## src/rtl/main_fsm.sv

```systemverilog
// rtl/main_fsm.sv - multicycle processor control FSM (optional illegal-opcode trap: ILLEGAL_OP_TRAP_EN)
package main_fsm_pkg;
   typedef enum logic [2:0] {
      alu_ADD     = 3'd0,
      alu_SUB     = 3'd1,
      alu_AND     = 3'd2,
      alu_OR      = 3'd3,
      alu_XOR     = 3'd4,
      alu_SLT     = 3'd5,
      alu_LU      = 3'd6,
      alu_regtype = 3'd7
   } alu_t;
endpackage

module main_fsm
   import main_fsm_pkg::*;
(
   input  logic       clk,
   input  logic       reset_n,
   input  logic [5:0] op,
   input  logic       mem_ready,
   output logic       pcwrite,
   output logic       branch,
   output logic       irwrite,
   output logic       memwrite,
   output logic       regwrite,
   output logic       iord,
   output logic       alusrca,
   output logic [1:0] alusrcb,
   output logic       memtoreg,
   output logic       regdst,
   output logic [1:0] pcsrc,
   output alu_t       aluop,
   output logic [3:0] state_o,
   output logic       illegal_op
);

   typedef enum logic [3:0] {
      FETCH  = 4'd0,
      DECODE = 4'd1,
      MEMADR = 4'd2,
      MEMRD  = 4'd3,
      MEMWB  = 4'd4,
      MEMWR  = 4'd5,
      RTEX   = 4'd6,
      ALUWB  = 4'd7,
      BEQEX  = 4'd8,
      IEX    = 4'd9,
      IWB    = 4'd10,
      JEX    = 4'd11,
      TRAP   = 4'd12
   } state_t;

   state_t r_state;
   state_t w_next;
   logic   w_op_legal;
   // Strobes are gated by reset_n so FETCH cannot load PC/IR while reset is held
   logic   w_mem_ready_g;

   assign w_mem_ready_g = mem_ready & reset_n;
   assign state_o       = r_state;

   always_ff @(posedge clk or negedge reset_n) begin
      if (!reset_n) r_state <= FETCH;
      else          r_state <= w_next;
   end

   always_comb begin
      w_op_legal = 1'b1;
      case (op)
         6'b100011, 6'b101011, 6'b000000, 6'b000100, 6'b000010,
         6'b001000, 6'b001010, 6'b001100, 6'b001101, 6'b001110, 6'b001111: w_op_legal = 1'b1;
         default: w_op_legal = 1'b0;
      endcase
   end

`ifdef ILLEGAL_OP_TRAP_EN
   logic r_illegal_op;
   always_ff @(posedge clk or negedge reset_n) begin
      if (!reset_n)                           r_illegal_op <= 1'b0;
      else if (r_state == DECODE && !w_op_legal) r_illegal_op <= 1'b1;
   end
   assign illegal_op = r_illegal_op;
`else
   assign illegal_op = 1'b0;
`endif

   always_comb begin
      w_next   = r_state;
      pcwrite  = 1'b0;
      branch   = 1'b0;
      irwrite  = 1'b0;
      memwrite = 1'b0;
      regwrite = 1'b0;
      iord     = 1'b0;
      alusrca  = 1'b0;
      alusrcb  = 2'b00;
      memtoreg = 1'b0;
      regdst   = 1'b0;
      pcsrc    = 2'b00;
      aluop    = alu_ADD;
      case (r_state)
         FETCH: begin
            alusrcb = 2'b01;
            irwrite = w_mem_ready_g;
            pcwrite = w_mem_ready_g;
            w_next  = mem_ready ? DECODE : FETCH;
         end
         DECODE: begin
            alusrcb = 2'b11;
            case (op)
               6'b100011, 6'b101011: w_next = MEMADR;
               6'b000000:            w_next = RTEX;
               6'b000100:            w_next = BEQEX;
               6'b000010:            w_next = JEX;
               6'b001000, 6'b001010, 6'b001100,
               6'b001101, 6'b001110, 6'b001111: w_next = IEX;
`ifdef ILLEGAL_OP_TRAP_EN
               default:              w_next = TRAP;
`else
               default:              w_next = FETCH;
`endif
            endcase
         end
         MEMADR: begin
            alusrca = 1'b1;
            alusrcb = 2'b10;
            w_next  = (op == 6'b100011) ? MEMRD : MEMWR;
         end
         MEMRD: begin
            iord   = 1'b1;
            w_next = mem_ready ? MEMWB : MEMRD;
         end
         MEMWB: begin
            memtoreg = 1'b1;
            regwrite = 1'b1;
            w_next   = FETCH;
         end
         MEMWR: begin
            iord     = 1'b1;
            memwrite = 1'b1;
            w_next   = mem_ready ? FETCH : MEMWR;
         end
         RTEX: begin
            alusrca = 1'b1;
            aluop   = alu_regtype;
            w_next  = ALUWB;
         end
         ALUWB: begin
            regdst   = 1'b1;
            regwrite = 1'b1;
            w_next   = FETCH;
         end
         BEQEX: begin
            alusrca = 1'b1;
            aluop   = alu_SUB;
            pcsrc   = 2'b01;
            branch  = 1'b1;
            w_next  = FETCH;
         end
         IEX: begin
            alusrca = 1'b1;
            alusrcb = 2'b10;
            case (op)
               6'b001010: aluop = alu_SLT;
               6'b001100: aluop = alu_AND;
               6'b001101: aluop = alu_OR;
               6'b001110: aluop = alu_XOR;
               6'b001111: aluop = alu_LU;
               default:   aluop = alu_ADD;
            endcase
            w_next = IWB;
         end
         IWB: begin
            regwrite = 1'b1;
            w_next   = FETCH;
         end
         JEX: begin
            pcsrc   = 2'b10;
            pcwrite = 1'b1;
            w_next  = FETCH;
         end
         TRAP:    w_next = TRAP;
         default: w_next = FETCH;
      endcase
   end

   logic w_unused;
   assign w_unused = w_op_legal;

endmodule
```

## config.mk

```make
export PLATFORM = sky130hd
export DESIGN_NAME = main_fsm
export DESIGN_NICKNAME = d
export VERILOG_FILES = /design/src/rtl/main_fsm.sv
export SDC_FILE = /design/constraint.sdc
export NUM_CORES = 1
export LEC_CHECK = 0
export ABC_AREA = 1
export CAP_MARGIN = 20
export CELL_PAD_IN_SITES_DETAIL_PLACEMENT = 0
export CELL_PAD_IN_SITES_GLOBAL_PLACEMENT = 2
export CORE_UTILIZATION = 18
export DETAILED_ROUTE_END_ITERATION = 7
export PLACE_DENSITY_LB_ADDON = 0.1
export SLEW_MARGIN = 30
export SYNTH_ARGS = -nofsm -noshare
export SYNTH_HDL_FRONTEND = slang
export SYNTH_SLANG_ARGS = --single-unit
```

## constraint.sdc

```tcl
create_clock -name clk -period 1.8 [get_ports clk]
set_input_delay 0.27 -clock clk [delete_from_list [all_inputs] [get_ports clk]]
set_output_delay 0.27 -clock clk [all_outputs]
set_load 0.03 [all_outputs]
```

==> metrics.log <==
[metrics] number of nets still failing antenna checks after routing: 0
[metrics] boundary pin count: 30
[metrics] count of port buffers added during placement: 28
[metrics] register bit count reported by yosys: 4
[metrics] relative area change from synthesis to final layout: 73.3%
[metrics] synthesized area: 538 µm²
[metrics] arrival time of data at the critical path endpoint: 1.46 ns
[metrics] number of global-route vias before repair: roughly 700
[metrics] first-pass GRT wire length: 3180 µm
[metrics] # diodes: 0
[metrics] final setup skew: roughly 0.006 ns
[metrics] power per cell area: 1090 mW/mm²
[metrics] setup repair after global routing missed its margin: false
[metrics] vias after detailed routing: 748
[metrics] Post-Synthesis Cells: 102
[metrics] outcome: complete, but fails checks
[metrics] setup fix buffers added after clock tree synthesis: 0
[metrics] max_cap viols: 0
[metrics] count of yosys warnings during synthesis: 0
[metrics] Static Leakage: 0.000519 µW
[metrics] hold_buf cts: 0
[metrics] largest net degree at the start of global routing: 8
[metrics] Cell Rows: 19
[metrics] number of flip-flops in the largest register: 4
[metrics] final standard cell area without fillers: 932 µm²
[metrics] CTS sink cnt: 4
[metrics] average cell area after synthesis: around 5.3 µm²
[metrics] category of the worst setup path launch point: flop
[metrics] dpl hpwl: 1600 µm
[metrics] CTS clk-pin slew, worst paths: 0.04 ns
[metrics] most common cell after layout, fill and taps aside: buf_4
[metrics] Crit Path Category: reg2out
[metrics] max layer used: met3
[metrics] leading cell types in the layout, fill and taps excluded: 24 x buf_4, 22 x nand2_1, 18 x nor2_1, 15 x inv_1, 13 x nand3_1
[metrics] post-place instance area: 887 µm²
[metrics] Cell variety after synth: 15
[metrics] number of buffers between clock root and the deepest sink: 2
[metrics] Max Transition Viols Final: 0
[metrics] number of nets in the synthesized netlist: 111
[metrics] worst voltage drop across the vdd grid: 0.000197 V
[metrics] failing checks: design-rule violations
[metrics] vias per cell: about 4.3
[metrics] sum of routed wire length over all layers: 1820 µm
[metrics] share of final-layout standard cells stronger than drive strength 1: just over 30%
[metrics] residual overflow from global routing: 0
[metrics] CP Data Required Time: 1.53 ns
[metrics] detailed-route wire length per cell: 10.6 µm
[metrics] top cells by area in the synthesized netlist: dfrtp_1 19%, nand2_1 16%, nor2_1 15%
[metrics] first-iteration detailed-routing DRC count: 20
[metrics] Final Hold Fails: 0
[metrics] length of routed wiring on met1: around 800 µm
[metrics] die span in x: 56.7 µm
[metrics] Max Clock Freq: between 500 and 600 MHz
[metrics] global placement routability congestion: 0.743
[metrics] CP max FO: 3
[metrics] clock root buffer master: clkbuf_4
[metrics] min cycle time layout: 1.73 ns
[metrics] Detailed Routing Iterations Pass 1: 6
[metrics] total power after layout: 1020 µW
[metrics] CTS H-Tree Depth: 1
[metrics] remaining routing DRC violations: 6
[metrics] most area-hungry cell type in the Yosys netlist: dfrtp_1
[metrics] final setup fails: 0
[metrics] clock latency at the later pin of the worst-skew pair: 0.24 ns
[metrics] global routing usage summed across all routing layers: around 13%
[metrics] routed wl met2: 951 µm
[metrics] routed length on met3: 69 µm
[metrics] DIE AREA: 0.00321 mm²
[metrics] post_cts resized: 2
[metrics] antenna violations before repair: 0
[metrics] Worst Hold Margin: 0.325 ns
[metrics] Setup crit end kind: output pin
[metrics] total CTS buffers: 3
[metrics] kind of path behind the tightest hold check: in2async
[metrics] final core area utilization: 33.2%
[metrics] sequential share of the synthesized area: 18.6%
[metrics] share of the synthesized area in the top cell type: 18.6%
[metrics] Initial Util: approximately a fifth
[metrics] total core area: between 0.002 and 0.003 mm²
[metrics] clock tree from TritonCTS: done
[metrics] post-route fraction of the period consumed by the critical path: 96.0%
[metrics] Chip Height: 56.7 µm
[metrics] net total in the final layout: 152
[stage by stage]
stage                     TNS, ns  setup slack (ns)  cells
final                           0            0.0725    172
after CTS                       0            0.0134    172
after global routing            0           0.00867    172
after detailed placement        0            0.0927    169
after floorplan           -0.0287           -0.0287    102
after global placement          0             0.105    169
[where the power goes]
part           switching [µW]  internal [µW]  leakage, µW
Clock                    37.6           74.7    0.0000138
Sequential               35.3            118    0.0000510
Combinational             470            282     0.000454
Total                     542            474     0.000519
[final cells by class]
class	count	area, µm²
Inverter	18	67.6
Multi-Input combinational cell	78	383
Clock buffer	3	22.5
Tap cell	31	38.8
Timing Repair Buffer	38	318
Fill cell	326	1870
Sequential cell	4	103
[synthesized netlist by cell type]
library cell / n
buf_4: 2
nand3_1: 13
nand4_1: 2
conb_1: 1
nor2_1: 22
o22ai_1: 2
nand3b_1: 4
a21oi_1: 2
nor2_2: 5
inv_1: 16
o21ai_0: 3
inv_2: 2
nand2_2: 1
dfrtp_1: 4
nand2_1: 23
[final timing paths]
| check | start | slack [ns] | to | cells past startpoint |
|---|---|---|---|---|
| min in group clk | op[5] | 0.78 | state_o[1] | 5 |
| min | reset_n | 0.33 | state_o[3] | 2 |
| max in group asynchronous | reset_n | 1.35 | state_o[1] | 2 |
| max reg2reg | state_o[3] | 0.52 | state_o[3] | 8 |
| max | state_o[3] | 0.07 | pcwrite | 5 |
| min reg2reg | state_o[2] | 0.79 | state_o[3] | 5 |
[critical path: stages (launching register included)]
cell	delay (ns)
dfrtp_1	0.40
buf_4	0.15
nor2_1	0.18
nand3_1	0.16
o22ai_1	0.14
buf_4	0.18
[routing by layer]
layer	global-route usage [%]	vias up
met3	2.07	0
met2	22.8	19
met5	0	-
li1	-	396
met1	15.3	333
met4	3.21	0
[kinds of logic (layout without fill, tap and decap cells)]
group,Yosys count,count (layout),synth area share (%)
AND/OR/NAND/NOR,70,70,58.4
buffers and inverters,20,59,15.3
flip-flops,4,4,18.6
AO/OA/AOI/OAI,7,7,6.98
other,1,1,0.697
No activity file was read; power rests on OpenSTA's default activity.
